## config.mk

```make
export PLATFORM = sky130hd
export DESIGN_NAME = boot_loader_flat
export DESIGN_NICKNAME = d
export VERILOG_FILES = /design/src/rtl/boot_pkg.sv /design/src/rtl/boot_loader_if.sv /design/src/rtl/boot_checksum.sv /design/src/rtl/boot_loader.sv /design/src/flat_wrapper.sv
export SDC_FILE = /design/constraint.sdc
export NUM_CORES = 1
export LEC_CHECK = 0
export ABC_AREA = 1
export CAP_MARGIN = 30
export CORE_MARGIN = 5
export CORE_UTILIZATION = 46
export CTS_CLUSTER_DIAMETER = 120
export CTS_CLUSTER_SIZE = 12
export DETAILED_ROUTE_END_ITERATION = 10
export GPL_TIMING_DRIVEN = 0
export PLACE_DENSITY = 0.79
export SLEW_MARGIN = 20
export SYNTH_ARGS = -nofsm -noshare
export SYNTH_HDL_FRONTEND = slang
export SYNTH_SLANG_ARGS = --single-unit
```

## constraint.sdc

```tcl
create_clock -name clk -period 2 [get_ports clk]
set_clock_uncertainty 0.05 [all_clocks]
set_input_delay 0.4 -clock clk [delete_from_list [all_inputs] [get_ports clk]]
set_output_delay 0.4 -clock clk [all_outputs]
set_load 0.1 [all_outputs]
```

## src/rtl/boot_pkg.sv

```systemverilog
`default_nettype none
//============================================================================
// Module   : boot_pkg
// Purpose  : Shared state encoding and default widths for the boot loader.
// Revision : 1.0
//============================================================================
package boot_pkg;

    localparam int c_default_addr_width  = 8;
    localparam int c_default_data_width  = 32;
    localparam int c_default_hold_cycles = 4;

    localparam int c_state_width = 5;

    localparam logic [c_state_width-1:0] c_st_hold    = 5'b00001;
    localparam logic [c_state_width-1:0] c_st_load    = 5'b00010;
    localparam logic [c_state_width-1:0] c_st_release = 5'b00100;
    localparam logic [c_state_width-1:0] c_st_run     = 5'b01000;
    localparam logic [c_state_width-1:0] c_st_error   = 5'b10000;

    typedef enum logic [c_state_width-1:0] {
        HOLD    = c_st_hold,
        LOAD    = c_st_load,
        RELEASE = c_st_release,
        RUN     = c_st_run,
        ERROR   = c_st_error
    } boot_state_e;

endpackage
`default_nettype wire

```

## src/rtl/boot_loader_if.sv

```systemverilog
`default_nettype none
//============================================================================
// Module   : boot_loader_if
// Purpose  : Image source stream plus instruction-memory write port.
// Revision : 1.0
//============================================================================
interface boot_loader_if #(
    parameter int ADDR_WIDTH = boot_pkg::c_default_addr_width,
    parameter int DATA_WIDTH = boot_pkg::c_default_data_width
) ();

    logic                  s_valid;
    logic                  s_ready;
    logic [DATA_WIDTH-1:0] s_data;
    logic                  s_last;
    logic                  imem_we;
    logic [ADDR_WIDTH-1:0] imem_addr;
    logic [DATA_WIDTH-1:0] imem_wdata;

    // Master is the image source / memory observer, slave is the loader.
    modport master (
        output s_valid, s_data, s_last,
        input  s_ready, imem_we, imem_addr, imem_wdata
    );

    modport slave (
        input  s_valid, s_data, s_last,
        output s_ready, imem_we, imem_addr, imem_wdata
    );

endinterface
`default_nettype wire

```

## src/rtl/boot_checksum.sv

```systemverilog
`default_nettype none
//============================================================================
// Module   : boot_checksum
// Purpose  : Running image sum and final-word compare (BOOT_CHECKSUM_EN).
// Revision : 1.0
//============================================================================
module boot_checksum
    import boot_pkg::*;
#(
    parameter int DATA_WIDTH = c_default_data_width
) (
    input  wire logic                  clk,
    input  wire logic                  reset,
    input  wire logic                  i_beat,
    input  wire logic [DATA_WIDTH-1:0] i_data,
    input  wire logic [DATA_WIDTH-1:0] i_expected,
    output logic                       o_match
);

    logic [DATA_WIDTH-1:0] r_sum;
    logic [DATA_WIDTH-1:0] w_sum_next;

    // The compare must include the beat currently being accepted.
    assign w_sum_next = r_sum + i_data;
    assign o_match    = (w_sum_next == i_expected);

    always_ff @(posedge clk or negedge reset) begin
        if (!reset) begin
            r_sum <= '0;
        end else if (i_beat) begin
            r_sum <= w_sum_next;
        end
    end

endmodule
`default_nettype wire

```

## src/rtl/boot_loader.sv

```systemverilog
`default_nettype none
//============================================================================
// Module   : boot_loader
// Purpose  : Holds the processor in reset while streaming an image into
//            instruction memory; optional checksum via BOOT_CHECKSUM_EN.
// Revision : 1.0
//============================================================================
module boot_loader
    import boot_pkg::*;
#(
    parameter int ADDR_WIDTH  = c_default_addr_width,
    parameter int DATA_WIDTH  = c_default_data_width,
    parameter int HOLD_CYCLES = c_default_hold_cycles
) (
    input  wire logic                  clk,
    input  wire logic                  reset,
    boot_loader_if.slave               bus,
`ifdef BOOT_CHECKSUM_EN
    input  wire logic [DATA_WIDTH-1:0] csum_expected,
`endif
    output logic                       proc_reset,
    output logic                       boot_done,
    output logic                       boot_error,
    output logic [ADDR_WIDTH:0]        word_count
);

    localparam logic [ADDR_WIDTH:0] c_max_words  = {1'b1, {ADDR_WIDTH{1'b0}}};
    localparam logic [ADDR_WIDTH:0] c_last_index = {1'b0, {ADDR_WIDTH{1'b1}}};
    localparam logic [7:0]          c_hold_last  = 8'(HOLD_CYCLES - 1);

    boot_state_e           r_state;
    logic [7:0]            r_hold_cnt;
    logic [ADDR_WIDTH:0]   r_word_count;
    logic                  r_s_ready;
    logic                  r_imem_we;
    logic [ADDR_WIDTH-1:0] r_imem_addr;
    logic [DATA_WIDTH-1:0] r_imem_wdata;
    logic                  r_proc_reset;
    logic                  r_boot_done;
    logic                  r_boot_error;

    logic                  w_accept;
    logic                  w_csum_ok;

    assign w_accept = bus.s_valid & r_s_ready;

`ifdef BOOT_CHECKSUM_EN
    boot_checksum #(
        .DATA_WIDTH (DATA_WIDTH)
    ) u_checksum (
        .clk        (clk),
        .reset      (reset),
        .i_beat     (w_accept),
        .i_data     (bus.s_data),
        .i_expected (csum_expected),
        .o_match    (w_csum_ok)
    );
`else
    assign w_csum_ok = 1'b1;
`endif

    // s_ready is updated together with the state so it never lingers into
    // RELEASE/ERROR; status outputs trail the state by one cycle, which keeps
    // the processor in reset until the last write has landed.
    always_ff @(posedge clk or negedge reset) begin
        if (!reset) begin
            r_state      <= HOLD;
            r_hold_cnt   <= '0;
            r_word_count <= '0;
            r_s_ready    <= 1'b0;
            r_imem_we    <= 1'b0;
            r_imem_addr  <= '0;
            r_imem_wdata <= '0;
            r_proc_reset <= 1'b1;
            r_boot_done  <= 1'b0;
            r_boot_error <= 1'b0;
        end else begin
            r_imem_we    <= 1'b0;
            r_proc_reset <= (r_state != RUN);
            r_boot_done  <= (r_state == RUN);
            r_boot_error <= (r_state == ERROR);

            case (r_state)
                HOLD: begin
                    if (r_hold_cnt == c_hold_last) begin
                        r_state   <= LOAD;
                        r_s_ready <= 1'b1;
                    end else begin
                        r_hold_cnt <= r_hold_cnt + 8'd1;
                    end
                end

                LOAD: begin
                    if (w_accept) begin
                        r_imem_we    <= 1'b1;
                        r_imem_addr  <= r_word_count[ADDR_WIDTH-1:0];
                        r_imem_wdata <= bus.s_data;
                        if (r_word_count != c_max_words) begin
                            r_word_count <= r_word_count + 1'b1;
                        end
                        if (bus.s_last) begin
                            r_s_ready <= 1'b0;
                            r_state   <= w_csum_ok ? RELEASE : ERROR;
                        end else if (r_word_count == c_last_index) begin
                            r_s_ready <= 1'b0;
                            r_state   <= ERROR;
                        end
                    end
                end

                RELEASE: begin
                    r_state <= RUN;
                end

                RUN, ERROR: begin
                    r_s_ready <= 1'b0;
                end

                default: begin
                    r_s_ready <= 1'b0;
                    r_state   <= ERROR;
                end
            endcase
        end
    end

    assign bus.s_ready    = r_s_ready;
    assign bus.imem_we    = r_imem_we;
    assign bus.imem_addr  = r_imem_addr;
    assign bus.imem_wdata = r_imem_wdata;
    assign proc_reset     = r_proc_reset;
    assign boot_done      = r_boot_done;
    assign boot_error     = r_boot_error;
    assign word_count     = r_word_count;

endmodule
`default_nettype wire

```

## src/flat_wrapper.sv

```systemverilog
// flat-port wrapper written by rule: the top's interface ports become plain ports
module boot_loader_flat import boot_pkg::*;
#(
    parameter int ADDR_WIDTH  = c_default_addr_width,
    parameter int DATA_WIDTH  = c_default_data_width,
    parameter int HOLD_CYCLES = c_default_hold_cycles
)
  (clk, reset, proc_reset, boot_done, boot_error, word_count, bus_s_valid, bus_s_data, bus_s_last, bus_s_ready, bus_imem_we, bus_imem_addr, bus_imem_wdata);
  boot_loader_if #(.ADDR_WIDTH(ADDR_WIDTH), .DATA_WIDTH(DATA_WIDTH)) bus_i ();
  input  wire logic clk;
  input  wire logic reset;
  output logic proc_reset;
  output logic boot_done;
  output logic boot_error;
  output logic [ADDR_WIDTH:0] word_count;
  input wire logic [$bits(bus_i.s_valid)-1:0] bus_s_valid;
  input wire logic [$bits(bus_i.s_data)-1:0] bus_s_data;
  input wire logic [$bits(bus_i.s_last)-1:0] bus_s_last;
  output wire logic [$bits(bus_i.s_ready)-1:0] bus_s_ready;
  output wire logic [$bits(bus_i.imem_we)-1:0] bus_imem_we;
  output wire logic [$bits(bus_i.imem_addr)-1:0] bus_imem_addr;
  output wire logic [$bits(bus_i.imem_wdata)-1:0] bus_imem_wdata;
  assign bus_i.s_valid = bus_s_valid;
  assign bus_i.s_data = bus_s_data;
  assign bus_i.s_last = bus_s_last;
  assign bus_s_ready = bus_i.s_ready;
  assign bus_imem_we = bus_i.imem_we;
  assign bus_imem_addr = bus_i.imem_addr;
  assign bus_imem_wdata = bus_i.imem_wdata;
  boot_loader #(.ADDR_WIDTH(ADDR_WIDTH), .DATA_WIDTH(DATA_WIDTH), .HOLD_CYCLES(HOLD_CYCLES)) u_core (.clk(clk), .reset(reset), .bus(bus_i), .proc_reset(proc_reset), .boot_done(boot_done), .boot_error(boot_error), .word_count(word_count));
endmodule
```

==> reports/qor.yml <==
clockBufferDepth: 2
cap_violations: 0
drt_drc_violations_left: 0
power.switching_mw: 0.545
crit_buf_inv: 1
htreeDepth: 3
power_density_nw_per_um2: 674
rsz0062_at_grt: "false"
antenna_cells: 0
endpoint_kind: "output pin"
crit_chain: "clkdlybuf4s15_1"
ff2ff_path_depth: 11
slew_headroom_pct: 35.7
worst_slack_ns: 0.0277
start_util_pct: 46.7
fp.dieW_um: 89.6
setup_viol: 0
layout-drive-gt1-share_pct: 20.3
pre_cts_ws_ns: -0.0650
cts_tree: "yes"
root_buffer: "clkbuf_8"
arrival_ns: 1.52
grt_pass1_vias: 2307
switching_share_pct: 19.9
gp_congestion: 0.841
grt_overflow_total: 0
worstHoldPathType: "flip-flop to flip-flop"
io_pins: 90
worst_pin_slew_ns: 0.969
crit_family: "buffers and inverters"
pwr-share-clk_pct: 46.7
tns_ns: 0
ys_types: 23
avgSynthCellArea_um2: 8.52
grt_pass1_wl_mm: 10.8
hpwlAfterDp_mm: 5.01
fp.dieH_um: 89.6
comb_power_share_pct: 3.7
ys_ff_latch: 67
final_nets: 484
cts_sinks: 67
internal_power_mw: 2.19
syn_area_um2: 2910
grt_usage_pct: 17.6
netlist_instances: 342
fmax_ghz: 0.507
seq_area_frac_synth_pct: 57.6
wl_mm: 6.95
hold_viol_final: 0
path_class: "flip-flop to output pin"
ys_top_cells_by_area: "dfrtp_1 (56%), nand2_1 (21%), inv_1 (3.2%), xor2_1 (3.0%), nor2_1 (2.6%)"
final_antenna_net_count: 0
p_seq_share_pct: 49.6
yosys.area.top_type: "dfrtp_1"
cts_buffers: 9
r2r_setup_slack_ns: 0.18
worst-path-max-fanout: 2
finalCritPeriodShare_pct: 98.6
crit_path_max_incr_delay_ns: 0.83
grt_max_degree: 35
wl_per_cell_um: 13.2
drt-initial-drc-count: 153
die_area_um2: 8030
numPortBuffers: 89
cp-start-kind: "flip-flop"
antenna_found_initial: 0
worstSkewPairLatency_ns: 0.34
whs_path_depth: 2
slowest_stage: "clkdlybuf4s15_1"
rows: 29
num_vias: 2469
synth_warnings: 0
core_um2: 6240
p_leak_nw: 2.08
vias_per_cell: 4.69
drv_slew: 0
firstDrtPassIters: 4
cts_setup_buffers: 0
fin_crit_ns: 1.97
area_growth_syn_to_layout_pct: 39.2
yosysTopAreaCellShare_pct: 55.8
syn-num-nets: 382
cp_num_cells: 1
fill_cells: 531
outcome: "completed"
ir_worst_vdd_v: 0.000361
path_clk_slew_ns: 0.07
crit_required_ns: 1.55
sequential cells by signal, summed over array words and instances (netlist names), 5 cells and up:
name	flops
u_core.bus.imem_addr	8
u_core.r_state	5
u_core.word_count	9
u_core.bus.imem_wdata	32
u_core.r_hold_cnt	8
synth_stat cells (all sizes together):
library cell,count
xnor2,1
a21oi,1
inv,30
dfstp,2
ha,4
buf,9
nand2,160
nand4,1
nand3b,1
o21ai,14
and2,1
xor2,10
nor2,24
nor3,4
dfrtp,65
nand3,14
nor4,1
metrics by stage:
step                util, %  power [mW]  cells  hold slack, ns  area (µm²)
floorplan                 -        1.38    342          0.0544        2930
global placement       62.8        1.48    508           0.403        3920
detailed placement     63.0        1.48    509           0.327        3930
CTS                    67.0        2.76    526           0.419        4180
global route           65.0        2.82    526           0.445        4060
finish                 65.0        2.73    526           0.419        4060
worst reg2reg max path: stages (launching register included):
cell and delay (ns):
dfrtp_4 0.44, ha_1 0.18, nand3_1 0.17, nor4_2 0.18, ha_1 0.18, nor2_1 0.04
nor2_1 0.12, inv_1 0.05, nand2_1 0.11, nand3_1 0.08, nand2_1 0.06, nand2_1 0.04
area by class of cell:
class | instances | area, µm² | share of cell area, %
plain buffers | 9 | 63.8 | 1.57
clock buffers | 12 | 155 | 3.83
clock inverters | 4 | 72.6 | 1.79
inverters | 30 | 113 | 2.78
multi-input cells | 236 | 1060 | 26.3
flip-flops and latches | 67 | 1690 | 41.8
well taps | 77 | 96.3 | 2.38
repair buffers | 91 | 796 | 19.6
power groups by stage:
stage	logic, mW	registers, mW	clock network, mW
detailed placement	0.101	1.38	0
CTS	0.104	1.35	1.30
floorplan	0.000867	1.38	0
finish	0.101	1.35	1.28
global placement	0.0960	1.38	0
global route	0.111	1.35	1.36
cell usage in the layout (no fill, tap or decap), types with 2 or more instances in the layout:
cell type	count
nand2_1	160
dfrtp_1	57
clkdlybuf4s50_1	34
clkbuf_2	28
inv_1	25
nor2_1	20
clkdlybuf4s15_2	15
nand3_1	12
clkbuf_8	11
xor2_1	10
clkdlybuf4s15_1	10
o21ai_0	8
buf_2	6
o21ai_1	6
dfrtp_2	6
inv_2	5
nor3_1	4
ha_1	4
buf_6	3
nor2_2	2
nor2_4	2
nand3_2	2
bufinv_16	2
dfstp_2	2
dfrtp_4	2
final timing paths:
check,end,from
max in group asynchronous,u_core.word_count[1],reset
setup / recovery,bus_imem_wdata[4],u_core.bus.imem_wdata[4]
hold reg to reg,u_core.bus.imem_wdata[18],u_core.bus.imem_wdata[18]
setup reg to reg,u_core.bus.s_ready,u_core.word_count[1]
hold / removal,u_core.bus.imem_wdata[18],u_core.bus.imem_wdata[18]
min in group asynchronous,u_core.r_hold_cnt[4],reset
repair_timing:
item	4_1_cts	5_1_grt
hold endpoints to repair	31	0
endpoints found under the setup margin	54	35
hold buffers	1	0
gates resized for setup	116	35
cloned	0	0
kinds of logic (layout without fill, tap and decap cells):
| logic type | Yosys count | in the layout | synth area share (%) |
|---|---|---|---|
| AO/OA/AOI/OAI | 15 | 15 | 2.58 |
| XOR/XNOR | 11 | 11 | 3.31 |
| adder cells (fa/ha/maj) | 4 | 4 | 1.72 |
| buffers and inverters | 39 | 146 | 6.05 |
| flip-flops | 67 | 67 | 57.6 |
| AND/OR/NAND/NOR | 206 | 206 | 28.7 |
per-layer routing:
layer	up-vias	GRT usage, %	part of all wire [%]
li1	1245	-	-
met1	1154	23.9	45
met2	59	27.5	48
met3	11	3.56	5.5
met4	0	7.71	1.9
met5	-	0	0
Power figures use the tool's default switching activity.
